==> config.mk <==
export PLATFORM = sky130hd
export DESIGN_NAME = video_scanout
export DESIGN_NICKNAME = d
export VERILOG_FILES = /design/src/rtl/video_pkg.sv /design/src/rtl/video_timing_gen.sv /design/src/rtl/video_scanout.sv
export SDC_FILE = /design/constraint.sdc
export NUM_CORES = 1
export LEC_CHECK = 0
export CAP_MARGIN = 25
export CORE_ASPECT_RATIO = 0.5
export CORE_MARGIN = 8
export CORE_UTILIZATION = 60
export CTS_BUF_LIST = sky130_fd_sc_hd__clkbuf_2
export DETAILED_ROUTE_END_ITERATION = 12
export PLACE_DENSITY_LB_ADDON = 0.2
export REMOVE_ABC_BUFFERS = 1
export SYNTH_ARGS = -nofsm -noshare
export SYNTH_HDL_FRONTEND = slang
export SYNTH_SLANG_ARGS = --single-unit
==> constraint.sdc <==
create_clock -name i_pix_clk -period 4.28 [get_ports i_pix_clk]
set_clock_uncertainty 0.15 [all_clocks]
set_input_delay 0.642 -clock i_pix_clk [delete_from_list [all_inputs] [get_ports i_pix_clk]]
set_output_delay 0.642 -clock i_pix_clk [all_outputs]
set_load 0.05 [all_outputs]
==> src/rtl/video_pkg.sv <==
// rtl/video_pkg.sv - shared colour modes, pipeline record and raster size helpers
package video_pkg;

    typedef enum logic [1:0] {
        MODE_GREY   = 2'd0,
        MODE_RGB332 = 2'd1,
        MODE_BARS   = 2'd2,
        MODE_BLANK  = 2'd3
    } mode_e;

    // Per-pixel control record carried down the scanout pipeline.
    typedef struct packed {
        logic       hs;
        logic       vs;
        logic       de;
        logic       frame;
        logic       win;
        logic [2:0] bar;
    } pipe_t;

    function automatic int h_total(input int res, input int fp, input int sync, input int bp);
        return res + fp + sync + bp;
    endfunction

    function automatic int v_total(input int res, input int fp, input int sync, input int bp);
        return res + fp + sync + bp;
    endfunction

    // One spare code so end-of-sync compares never overflow the counter width.
    function automatic int ctr_width(input int total);
        return $clog2(total + 1);
    endfunction

endpackage

==> src/rtl/video_timing_gen.sv <==
// rtl/video_timing_gen.sv - raster counters and stage-0 sync, data-enable and frame strobes
module video_timing_gen
    import video_pkg::*;
#(
    parameter int H_RES  = 800,
    parameter int H_FP   = 40,
    parameter int H_SYNC = 128,
    parameter int H_BP   = 88,
    parameter int V_RES  = 600,
    parameter int V_FP   = 1,
    parameter int V_SYNC = 4,
    parameter int V_BP   = 23,
    parameter bit H_POL  = 1'b1,
    parameter bit V_POL  = 1'b1,
    parameter int H_W    = ctr_width(h_total(H_RES, H_FP, H_SYNC, H_BP)),
    parameter int V_W    = ctr_width(v_total(V_RES, V_FP, V_SYNC, V_BP))
) (
    input  logic           clk,
    input  logic           rst,
    output logic [H_W-1:0] h,
    output logic [V_W-1:0] v,
    output logic           de,
    output logic           hs,
    output logic           vs,
    output logic           frame,
    output logic           eol,
    output logic           eof
);

    localparam int H_TOTAL = h_total(H_RES, H_FP, H_SYNC, H_BP);
    localparam int V_TOTAL = v_total(V_RES, V_FP, V_SYNC, V_BP);

    localparam logic [H_W-1:0] H_LAST = H_W'(H_TOTAL - 1);
    localparam logic [V_W-1:0] V_LAST = V_W'(V_TOTAL - 1);
    localparam logic [H_W-1:0] H_ACT  = H_W'(H_RES);
    localparam logic [H_W-1:0] H_SS   = H_W'(H_RES + H_FP);
    localparam logic [H_W-1:0] H_SE   = H_W'(H_RES + H_FP + H_SYNC);
    localparam logic [V_W-1:0] V_ACT  = V_W'(V_RES);
    localparam logic [V_W-1:0] V_SS   = V_W'(V_RES + V_FP);
    localparam logic [V_W-1:0] V_SE   = V_W'(V_RES + V_FP + V_SYNC);

    // Pixel counter wraps each line and steps the line counter, which wraps each frame.
    always_ff @(posedge clk) begin
        if (rst) begin
            h <= '0;
            v <= '0;
        end else if (h == H_LAST) begin
            h <= '0;
            v <= (v == V_LAST) ? '0 : v + V_W'(1);
        end else begin
            h <= h + H_W'(1);
        end
    end

    // Stage-0 strobes decoded straight from the counters.
    always_comb begin
        de    = (h < H_ACT) && (v < V_ACT);
        hs    = ((h >= H_SS) && (h < H_SE)) ? H_POL : ~H_POL;
        vs    = ((v >= V_SS) && (v < V_SE)) ? V_POL : ~V_POL;
        frame = (h == '0) && (v == '0);
        eol   = (h == H_LAST);
        eof   = (h == H_LAST) && (v == V_LAST);
    end

endmodule

==> src/rtl/video_scanout.sv <==
// rtl/video_scanout.sv - framebuffer scanout with pixel replication, colour modes and aligned syncs
module video_scanout
    import video_pkg::*;
#(
    parameter int          H_RES      = 800,
    parameter int          V_RES      = 600,
    parameter int          H_FP       = 40,
    parameter int          H_SYNC     = 128,
    parameter int          H_BP       = 88,
    parameter int          V_FP       = 1,
    parameter int          V_SYNC     = 4,
    parameter int          V_BP       = 23,
    parameter bit          H_POL      = 1'b1,
    parameter bit          V_POL      = 1'b1,
    parameter int          FB_W       = 320,
    parameter int          FB_H       = 240,
    parameter int          SCALE_LOG2 = 1,
    parameter int          X0         = 80,
    parameter int          Y0         = 60,
    parameter int          ADDR_W     = 17,
    parameter int          DATA_W     = 8,
    parameter int          RD_LAT     = 2,
    parameter logic [23:0] BORDER_RGB = 24'h000000
) (
    input  logic              i_pix_clk,
    input  logic              i_rst,
    input  logic [1:0]        i_mode,
    input  logic [DATA_W-1:0] i_fb_data,
    output logic [ADDR_W-1:0] o_fb_addr,
    output logic              o_fb_en,
    output logic              o_hs,
    output logic              o_vs,
    output logic              o_de,
    output logic              o_frame,
    output logic [7:0]        o_red,
    output logic [7:0]        o_green,
    output logic [7:0]        o_blue
);

    localparam int H_W  = ctr_width(h_total(H_RES, H_FP, H_SYNC, H_BP));
    localparam int V_W  = ctr_width(v_total(V_RES, V_FP, V_SYNC, V_BP));
    localparam int PIPE = RD_LAT + 2;

    localparam logic [31:0]       X0_U     = 32'(X0);
    localparam logic [31:0]       Y0_U     = 32'(Y0);
    localparam logic [31:0]       X_END_U  = 32'(X0 + (FB_W << SCALE_LOG2));
    localparam logic [31:0]       Y_END_U  = 32'(Y0 + (FB_H << SCALE_LOG2));
    localparam logic [1:0]        SUB_LAST = 2'((1 << SCALE_LOG2) - 1);
    localparam logic [ADDR_W-1:0] ROW_STEP = ADDR_W'(FB_W);
    localparam pipe_t PIPE_IDLE = '{hs: ~H_POL, vs: ~V_POL, de: 1'b0, frame: 1'b0,
                                    win: 1'b0, bar: 3'b0};

    logic [H_W-1:0]    t_h;
    logic [V_W-1:0]    t_v;
    logic              s0_de, s0_hs, s0_vs, s0_frame, s0_eol, s0_eof;
    logic              h_in, v_in, s0_win;
    logic [ADDR_W-1:0] s0_addr;
    logic [ADDR_W-1:0] row_base;
    logic [1:0]        y_sub;
    mode_e             mode_q;
    pipe_t             s0;
    pipe_t             pipe [PIPE];
    pipe_t             col_in;
    logic [7:0]        px;
    logic [23:0]       rgb_q;

    video_timing_gen #(
        .H_RES (H_RES), .H_FP (H_FP), .H_SYNC (H_SYNC), .H_BP (H_BP),
        .V_RES (V_RES), .V_FP (V_FP), .V_SYNC (V_SYNC), .V_BP (V_BP),
        .H_POL (H_POL), .V_POL (V_POL), .H_W (H_W), .V_W (V_W)
    ) u_timing (
        .clk   (i_pix_clk),
        .rst   (i_rst),
        .h     (t_h),
        .v     (t_v),
        .de    (s0_de),
        .hs    (s0_hs),
        .vs    (s0_vs),
        .frame (s0_frame),
        .eol   (s0_eol),
        .eof   (s0_eof)
    );

    // Window test and read address: row base plus the replicated column index.
    always_comb begin
        h_in    = (32'(t_h) >= X0_U) && (32'(t_h) < X_END_U);
        v_in    = (32'(t_v) >= Y0_U) && (32'(t_v) < Y_END_U);
        s0_win  = s0_de && h_in && v_in;
        s0_addr = row_base + ADDR_W'((32'(t_h) - X0_U) >> SCALE_LOG2);
        s0      = '{hs: s0_hs, vs: s0_vs, de: s0_de, frame: s0_frame, win: s0_win,
                    bar: 3'(32'(t_h) >> 5)};
    end

    // Row base steps by one framebuffer row after every 2^S window lines; cleared each frame.
    always_ff @(posedge i_pix_clk) begin
        if (i_rst || s0_eof) begin
            row_base <= '0;
            y_sub    <= '0;
        end else if (s0_eol && v_in) begin
            if (y_sub == SUB_LAST) begin
                y_sub    <= '0;
                row_base <= row_base + ROW_STEP;
            end else begin
                y_sub <= y_sub + 2'd1;
            end
        end
    end

    // Colour mode is latched only at frame start so a frame never mixes modes.
    always_ff @(posedge i_pix_clk) begin
        if (i_rst) begin
            mode_q <= MODE_GREY;
        end else if (s0_frame) begin
            mode_q <= mode_e'(i_mode);
        end
    end

    // Stage 1: issue the read; the address holds while no read is issued.
    always_ff @(posedge i_pix_clk) begin
        if (i_rst) begin
            o_fb_en   <= 1'b0;
            o_fb_addr <= '0;
        end else begin
            o_fb_en <= s0_win;
            if (s0_win) begin
                o_fb_addr <= s0_addr;
            end
        end
    end

    // Control delay line; slot RD_LAT meets the read data, the last slot meets the colour.
    always_ff @(posedge i_pix_clk) begin
        if (i_rst) begin
            for (int k = 0; k < PIPE; k++) begin
                pipe[k] <= PIPE_IDLE;
            end
        end else begin
            pipe[0] <= s0;
            for (int k = 1; k < PIPE; k++) begin
                pipe[k] <= pipe[k-1];
            end
        end
    end

    assign col_in = pipe[RD_LAT];
    assign px     = 8'(i_fb_data);

    // Colour stage: blanking, border, then per-mode expansion of the returned pixel.
    always_ff @(posedge i_pix_clk) begin
        if (i_rst || !col_in.de) begin
            rgb_q <= '0;
        end else if (!col_in.win) begin
            rgb_q <= BORDER_RGB;
        end else begin
            case (mode_q)
                MODE_GREY:   rgb_q <= {px, px, px};
                MODE_RGB332: rgb_q <= {px[7:5], px[7:5], px[7:6],
                                       px[4:2], px[4:2], px[4:3], {4{px[1:0]}}};
                MODE_BARS:   rgb_q <= {3{col_in.bar, 5'b0}};
                default:     rgb_q <= '0;
            endcase
        end
    end

    assign o_hs    = pipe[PIPE-1].hs;
    assign o_vs    = pipe[PIPE-1].vs;
    assign o_de    = pipe[PIPE-1].de;
    assign o_frame = pipe[PIPE-1].frame;
    assign o_red   = rgb_q[23:16];
    assign o_green = rgb_q[15:8];
    assign o_blue  = rgb_q[7:0];

endmodule
==> results of run 1 <==
## path summary, 6_finish.rpt
kind / end / depth (start not counted)
min reg2reg: pipe[3][6] / 1
max: o_fb_addr[12] / 8
min: pipe[3][6] / 1
max reg2reg: o_fb_addr[12] / 8
## routing by layer
layer	global-route usage	vias up	routed length [um]
met4	0.0415	0	80
met3	0.0567	8	540
met1	0.209	1699	4400
met2	0.286	80	4180
met5	0	-	0
li1	-	1814	-
## Yosys cell counts (all sizes together) (3+ instances only)
master	count
nor2	48
and2	5
nand2b	16
o21ai	12
buf	6
o31ai	7
dfxtp	105
or4	6
mux2i	15
a21oi	35
nand3	13
o21bai	3
nor2b	24
and3	8
xor2	18
nand4	9
xnor2	17
nand2	27
o2111ai	3
o211ai	3
ha	21
a21o	7
o21a	4
or3	10
nor4	5
nand3b	4
inv	15
nor3	12
or2	4
clkbuf	21
## layout by cell type, fill, tap and decap left out, drive strengths merged, types with 8 or more instances in the layout
cell / count
xnor2: 17
nor2: 48
dfxtp: 105
nand2b: 16
nand3: 13
clkbuf: 9
mux2i: 15
o21ai: 12
xor2: 18
nand2: 27
nor3: 12
and3: 8
inv: 18
nor2b: 24
ha: 21
nand4: 9
or3: 10
a21oi: 35
clkdlybuf4s50: 56
## power groups by stage
stage | registers, mW | logic [mW] | clock network (mW)
global placement | 1.02 | 0.0658 | 0
finish | 1.00 | 0.0680 | 0.445
detailed placement | 1.02 | 0.0682 | 0
floorplan | 1.02 | 0.0383 | 0
global route | 1.00 | 0.0761 | 0.501
CTS | 1.00 | 0.0685 | 0.461
## per-stage QoR
stage	utilization	setup WS (ns)	power, mW	cells	hold slack [ns]
after floorplan	-	1.48	1.05	475	0.264
after global placement	0.706	1.19	1.08	630	0.266
after detailed placement	0.706	1.07	1.09	630	0.271
after CTS	0.722	1.05	1.53	646	0.299
after global routing	0.723	0.781	1.58	647	0.300
final	0.723	0.995	1.51	647	0.301
## kinds of logic (layout without fill, tap and decap cells)
family                     after synthesis  in the layout  synth area share
buffers and inverters                   42             91            0.0390
xor gates and xnor gates                35             35            0.0660
DFF                                    105            105             0.452
adders and majority gates               22             22            0.0609
AOI/OAI and AO/OA                       84             84             0.116
and+or+nand+nor                        199            199             0.234
muxes                                   15             15            0.0323
## critical path, stage by stage (launching register included)
cell and delay, ns:
dfxtp_1 0.52, or3_1 0.42, nor3_1 0.77, ha_1 0.45, and3_1 0.23, a221oi_1 0.38
xnor2_1 0.11, mux2i_1 0.13, nor2_1 0.05
## state kept, by name (all words and copies together) (netlist names)
register / flops
u_timing.v: 10
mode_q: 2
y_sub: 2
row_base: 11
u_timing.h: 11
o_fb_addr: 17
pipe: 28
rgb_q: 24
## layout make-up
| cell class | instances | area, um2 | area share |
|---|---|---|---|
| Clock buffer | 9 | 45.0 | 0.00841 |
| Clock inverter | 7 | 72.6 | 0.0136 |
| Inverter | 15 | 56.3 | 0.0105 |
| Multi-Input combinational cell | 355 | 2370 | 0.443 |
| Sequential cell | 105 | 2100 | 0.393 |
| Tap cell | 96 | 120 | 0.0224 |
| Timing Repair Buffer | 60 | 588 | 0.110 |
==> metrics, run 1 <==
internal power=1.12 mW; Clk pwr share=0.294; row cnt=22; ys async rst share=0; largest area contributor in the netlist=dfxtp_1; Leakage Power=2.14 nW; Synth Cell Area=4650 um2; vias in the first global route=3,329; Worst Setup End Kind=flip-flop; DIE AREA=11,000 um2; Comb pwr share=0.045; CP startpoint kind=flip-flop; crit path DAT=3.63 ns; CP Max Fanout=14; initial antenna violation count=0; Initial Util=0.628; core footprint=7400 um2; hold crit path type=flip-flop to flip-flop; via/cell ratio=5.57; Post-synth top flop=dfxtp_1; Yosys reg bits=105; total track usage=0.170; final instance area=5350 um2; area fraction of the dominant cell type after synthesis=0.452; Sw Ratio=0.261; Reg power frac=0.661; syn avg cell area=approximately 9 um2; Critical Path Start=u_timing.h[7]; Min Clock Period, post-route=3.28 ns; WL/cell=14.2 um; worst skew pair latency=between 0.5 and 0.6 ns; PostCTS Resize Cnt=0; fin crit share=0.767; R2R Path Start=u_timing.h[7]; Root Driver=clkbuf_2; total wire length=9210 um; Starting DRT DRC Count=173; n_diodes=0; status=finished, final reports clean; CTS H-tree lvls=3; r2r setup slk=1.0 ns; clock buffer depth=2; CTS tree=done; chip width=140 um; Final Slew Violations=0; fmax=304 MHz; share of cells above drive strength 1=0.0581; Fill cells=588; total of max-cap violations=0; drt pass-1 iters=4; CTS buffer count=9; clk sinks=105; die height=78.2 um; I/O pins=58; post-synthesis cell count=502; I/O Buffers=57; dpl cell area=5230 um2; grt ovf=0; routability cong.=0.866; first-pass GRT wire length=15,600 um; worst slew pin tran=0.944 ns; post-layout net count=580; ranking of synthesized cells by area=dfxtp_1 (45%), ha_1 (5.7%), nor2_1 (3.8%); Fin. Hold Viols=0; Sw Pwr=0.396 mW; post-CTS setup buffers=0; clock-pin slew of the registers on the worst-case setup and hold paths=~0.3 ns; Setup TNS=0 ns; number of flops mapped to enable cells by yosys=0; largest net degree at the start of global routing=31; unrepaired setup endpoints after global routing=false; Crit Path Class=flip-flop to flip-flop; DP HPWL=6820 um; relative slew slack=0.366; Post-DRT Antenna Nets=0; P&R area growth vs syn=15.2%; quantity of hold-fixing buffers added after cts=0; Worst VDD drop=0.137 mV; # DRC=0; hold wc startpoint=pipe[2][6]; power per cell area=about 280 nW/um2; Seq/Total Area, Yosys=0.452; Synth warnings=0; CP Data Required Time=4.63 ns; # setup viols final=0; Via Count=~3,600; Distinct cells, synth=58
No activity file was read; power rests on OpenSTA's default activity.
==> inputs of run 2 (changes only) <==
Settings changed: CORE_UTILIZATION 60 to 52.
Clock period 4.28 ns to 2.8 ns, I/O delays scaled along.
==> run 2 against run 1 <==
  * Sequential power up 53%
  * Register-to-register slack worse by 0.80 ns
  * Setup slack worse by 0.80 ns
==> metrics, run 2 (synthesis gave the netlist of run 1 again) <==
Via Count=3,541 (-1.7%); status=finished, final reports clean; clk sinks=105 (unchanged); total wire length=9540 um (+3.6%); CTS tree=done; fmax=384 MHz (+26%); commonest non-fill, non-tap cells in the layout=dfxtp_1 (104), clkdlybuf4s50_1 (56), nor2_1 (47); Comb pwr share=0.044 (about the same); die height=82.8 um (+5.9%); initial antenna violation count=0 (unchanged); internal power=1.78 mW (+59%); CP Max Fanout=7 (-7); Sw Pwr=0.588 mW (+49%); max FFs per register=28 (unchanged); Largest Register=pipe; Initial Util=0.534 (-0.0940); CTS buffer count=9 (unchanged); CTS H-tree lvls=3 (unchanged); Worst VDD drop=0.255 mV (+85%); r2r setup slk=0.20 ns (-0.80 ns); crit path DAT=2.96 ns (-0.67 ns); Post-Layout Cell Count=681 (+5.3%); grt ovf=0 (unchanged); total track usage=0.152 (-0.0180); worst skew pair latency=0.59 ns (about the same); core footprint=8710 um2 (+18%); CP Data Required Time=3.15 ns (-1.48 ns); share of cells above drive strength 1=0.0816 (+0.0235); first-pass GRT wire length=15,600 um (unchanged); Sw Ratio=0.248 (-0.0133); power per cell area=431 nW/um2 (+53%); CP startpoint kind=flip-flop; post-layout net count=593 (+2.2%); routability cong.=0.849 (-2.0%); clock-pin slew of the registers on the worst-case setup and hold paths=0.30 ns (about the same); Fin. Hold Viols=0 (unchanged); chip width=150 um (+6.6%); Starting DRT DRC Count=163 (-5.8%); total of max-cap violations=0 (unchanged); I/O Buffers=57 (unchanged); row cnt=24 (+9.1%); worst slew pin tran=0.857 ns (-0.0876 ns); drt pass-1 iters=5 (+1); fin crit share=0.930 (+0.163); total power=2.37 mW (+57%); Root Driver=clkbuf_2; Crit Path Class=flip-flop to flip-flop; # setup viols final=0 (unchanged); I/O pins=58 (unchanged); hold crit path type=input port to flip-flop; Min Clock Period, post-route=2.60 ns (-0.681 ns); Reg power frac=0.644 (-0.017); Final Slew Violations=0 (unchanged); via/cell ratio=5.20 (-6.6%); Post-DRT Antenna Nets=0 (unchanged); n_diodes=0 (unchanged); Clk pwr share=0.311 (+0.017); Worst Setup End Kind=flip-flop; post-CTS setup buffers=0 (unchanged); placed instance count=664 (+5.4%); largest net degree at the start of global routing=30 (-3.2%); P&R area growth vs syn=18.3%; biggest regs=pipe: 28 flops, rgb_q: 24 flops, o_fb_addr: 17 flops; DIE AREA=12,400 um2 (+13%); WL/cell=14.0 um (-1.5%); final hold slack=0.253 ns (-0.0475 ns); Final Util=0.631 (-0.0920); relative slew slack=0.425 (+0.0594); Leakage Power=2.21 nW (+3.4%); DP HPWL=7100 um (+4.1%); commonest non-fill, non-tap cell in the layout=dfxtp_1; vias in the first global route=3,260 (-2.1%); clock buffer depth=2 (unchanged); # DRC=0 (unchanged); unrepaired setup endpoints after global routing=true
## run 2: repair_timing
item | in CTS | in global routing
hold buffers | 1 | 0
setup endpoints to repair | 0 | 2
endpoints found under the hold margin | 1 | 0
resized for setup | 0 | 3
## run 2: final timing paths
path	end	depth (start not counted)	from
worst max-delay path	o_fb_addr[12]	9	u_timing.h[8]
worst min-delay path	mode_q[1]	3	i_mode[1]
worst max register to register	o_fb_addr[12]	9	u_timing.h[8]
worst min register to register	pipe[3][7]	1	pipe[2][7]
## run 2: critical path, stage by stage, from the launching register on
cell and delay (ns):
dfxtp_1 0.42, or3_1 0.40, nor3_1 0.20, buf_4 0.19, ha_1 0.31, and3_1 0.24
a221oi_1 0.33, xnor2_1 0.10, mux2i_1 0.14, nor2_1 0.05
## run 2: power by group through the flow
stage / combinational (mW) / clock, mW / sequential (mW)
finish: 0.105 / 0.738 / 1.53
detailed placement: 0.105 / 0 / 1.55
floorplan: 0.0585 / 0 / 1.55
global route: 0.119 / 0.823 / 1.53
global placement: 0.104 / 0 / 1.55
CTS: 0.106 / 0.772 / 1.53
## run 2: layer usage
layer | vias up | GRT usage | part of all wire
met5 | - | 0 | 0
li1 | 1845 | - | -
met3 | 7 | 0.0455 | 0.066
met2 | 79 | 0.234 | 0.43
met1 | 1610 | 0.202 | 0.50
met4 | 0 | 0.0432 | 0.0064
## run 2: metrics by stage
stage	area, um2	setup WS (ns)	setup TNS (ns)
floorplan	4520	0.000863	0
global placement	5350	0.250	0
detailed placement	5350	0.221	0
CTS	5480	0.183	0
global route	5500	-0.0277	-0.0277
finish	5500	0.196	0
## run 2: final cells by class
type	instances	area (um2)
Fill cell	773	3210
Multi-Input combinational cell	355	2380
Sequential cell	105	2100
Timing Repair Buffer	73	688
Tap cell	117	146
Clock inverter	7	76.3
Inverter	15	56.3
Clock buffer	9	45.0
==> inputs of run 3 (changes only) <==
Settings changed: CTS_CLUSTER_SIZE from default to 28, PLACE_DENSITY from default to 0.78, PLACE_DENSITY_LB_ADDON 0.2 to default.
==> run 3 against run 2 <==
  * Routed wire length increased by 4.1%
  * Flip-flop and latch count stayed put
  * Maximum frequency is 1.3% lower
  * Count of clock-buffer cells in the layout up 2
  * Sequential power about the same
  * Setup slack got worse by 0.035 ns
  * Utilization is 0.30 points higher
  * Register-to-register slack lost 0.03 ns
  * Power fell by 4.7%
  * First-iteration DRC count rose by 110%
  * Combinational power increased by 4%
  * Worst hold slack got worse by 0.16 ns
==> metrics, run 3 (synthesis gave the netlist of run 1 again) <==
total of max-cap violations=0 (unchanged); core footprint=8710 um2 (unchanged); status=finished, final reports clean; routability cong.=0.842 (-0.80%); Sw Ratio=0.250 (+0.00213); # setup viols final=0 (unchanged); first-pass GRT wire length=16,400 um (+4.9%); total wire length=9930 um (+4.1%); Worst VDD drop=0.192 mV (-25%); DIE AREA=12,400 um2 (unchanged); CP startpoint kind=flip-flop; crit path DAT=2.97 ns (about the same); I/O pins=58 (unchanged); I/O Buffers=57 (unchanged); placed instance count=671 (+1.1%); worst slew pin tran=0.872 ns (+0.0152 ns); commonest non-fill, non-tap cell in the layout=dfxtp_1; via/cell ratio=5.34 (+2.7%); largest net degree at the start of global routing=28 (-6.7%); WL met1=4920 um (+2.9%); commonest non-fill, non-tap cells in the layout=dfxtp_1 (103), clkdlybuf4s50_1 (56), nor2_1 (47); die height=82.8 um (unchanged); hold crit path type=input port to flip-flop; Min Clock Period, post-route=2.64 ns (+0.0346 ns); grt ovf=0 (unchanged); power per cell area=409 nW/um2 (-5.1%); WL/cell=14.5 um (+3.2%); fmax=379 MHz (-1.3%); Comb pwr share=0.048 (+0.004); Reg power frac=0.675 (+0.031); vias in the first global route=3,338 (+2.4%); Final Slew Violations=0 (unchanged); biggest regs=pipe: 28 flops, rgb_q: 24 flops, o_fb_addr: 17 flops; top layer in use=met4; CTS buffer count=9 (unchanged); initial antenna violation count=0 (unchanged); Worst Setup End Kind=flip-flop; internal power=1.69 mW (-5.0%); WL met3=649 um (+3.7%); fin crit share=0.942 (+0.0124); Starting DRT DRC Count=339 (+110%); n_diodes=0 (unchanged); P&R area growth vs syn=18.8%; Final Util=0.634 (+0.00302); metal2 WL=4230 um (+4.1%); total track usage=0.162 (+0.0103); # DRC=0 (unchanged); post-layout net count=599 (+1.0%); Largest Register=pipe; max FFs per register=28 (unchanged); Post-DRT Antenna Nets=0 (unchanged); Fin. Hold Viols=0 (unchanged); share of cells above drive strength 1=0.100 (+0.0184); clock-pin slew of the registers on the worst-case setup and hold paths=0.28 ns (-0.02 ns); CP Data Required Time=3.13 ns (-0.02 ns); CP Max Fanout=7 (unchanged); quantity of hold-fixing buffers added after cts=0 (-1); row cnt=24 (unchanged); CTS tree=done; clock buffer depth=2 (unchanged); chip width=150 um (unchanged); Post-Layout Cell Count=687 (+0.88%); Leakage Power=2.23 nW (+1.1%); Via Count=3,668 (+3.6%); Crit Path Class=flip-flop to flip-flop; worst skew pair latency=0.60 ns (about the same); CTS H-tree lvls=3 (unchanged); drt pass-1 iters=4 (-1); DP HPWL=7540 um (+6.2%); relative slew slack=0.415 (-0.0102); r2r setup slk=0.16 ns (-0.03 ns); clk sinks=105 (unchanged); Root Driver=clkbuf_2; Sw Pwr=0.566 mW (-3.9%); Initial Util=0.534 (unchanged); Clk pwr share=0.276 (-0.035)
run 3: routing by layer:
metal  global-route usage  vias to the layer above
li1                     -                     1868
met5                    0                        -
met3               0.0487                       11
met4               0.0550                        0
met2                0.248                       89
met1                0.214                     1700
run 3: final cells by class:
| class | count | area [um2] |
|---|---|---|
| fillers | 720 | 3190 |
| multi-input cells | 355 | 2390 |
| flip-flops and latches | 105 | 2110 |
| repair buffers | 79 | 731 |
| well taps | 117 | 146 |
| inverters | 15 | 56.3 |
| clock buffers | 11 | 55.1 |
| clock inverters | 5 | 37.5 |
run 3: timing repair:
action / 4_1_cts / 5_1_grt
resized for setup: 0 / 7
setup buffers: 0 / 0
setup endpoints to repair: 0 / 7
run 3: metrics by stage:
stage / hold slack (ns) / cell area [um2] / TNS [ns] / setup slack (ns) / total power, mW
5_1_grt: 0.0868 / 5520 / -0.00911 / -0.00911 / 2.36
4_1_cts: 0.0678 / 5500 / 0 / 0.0528 / 2.29
3_3_place_gp: 0.267 / 5410 / 0 / 0.223 / 1.66
3_5_place_dp: 0.273 / 5410 / 0 / 0.131 / 1.66
6_report: 0.0941 / 5520 / 0 / 0.161 / 2.26
2_1_floorplan: 0.264 / 4520 / 0 / 0.000863 / 1.61
run 3: worst paths after layout:
path,startpoint,to,depth (start not counted)
worst max-delay path,u_timing.h[8],o_fb_addr[12],9
worst max register to register,u_timing.h[8],o_fb_addr[12],9
worst min-delay path,i_rst,mode_q[0],2
worst min register to register,pipe[0][7],pipe[1][7],1
run 3: worst max-delay path: stages, from the launching register on:
cell and delay (ns):
dfxtp_1 0.41, or3_1 0.39, nor3_1 0.22, buf_4 0.19
ha_1 0.32, and3_1 0.27, a221oi_2 0.31, xnor2_1 0.11
mux2i_1 0.13, nor2_1 0.05
run 3: power groups by stage:
| stage | sequential [mW] | clock, mW | combinational, mW |
|---|---|---|---|
| 6_report | 1.53 | 0.624 | 0.109 |
| 5_1_grt | 1.53 | 0.707 | 0.121 |
| 4_1_cts | 1.53 | 0.653 | 0.110 |
| 3_5_place_dp | 1.55 | 0 | 0.109 |
| 3_3_place_gp | 1.55 | 0 | 0.107 |
| 2_1_floorplan | 1.55 | 0 | 0.0585 |
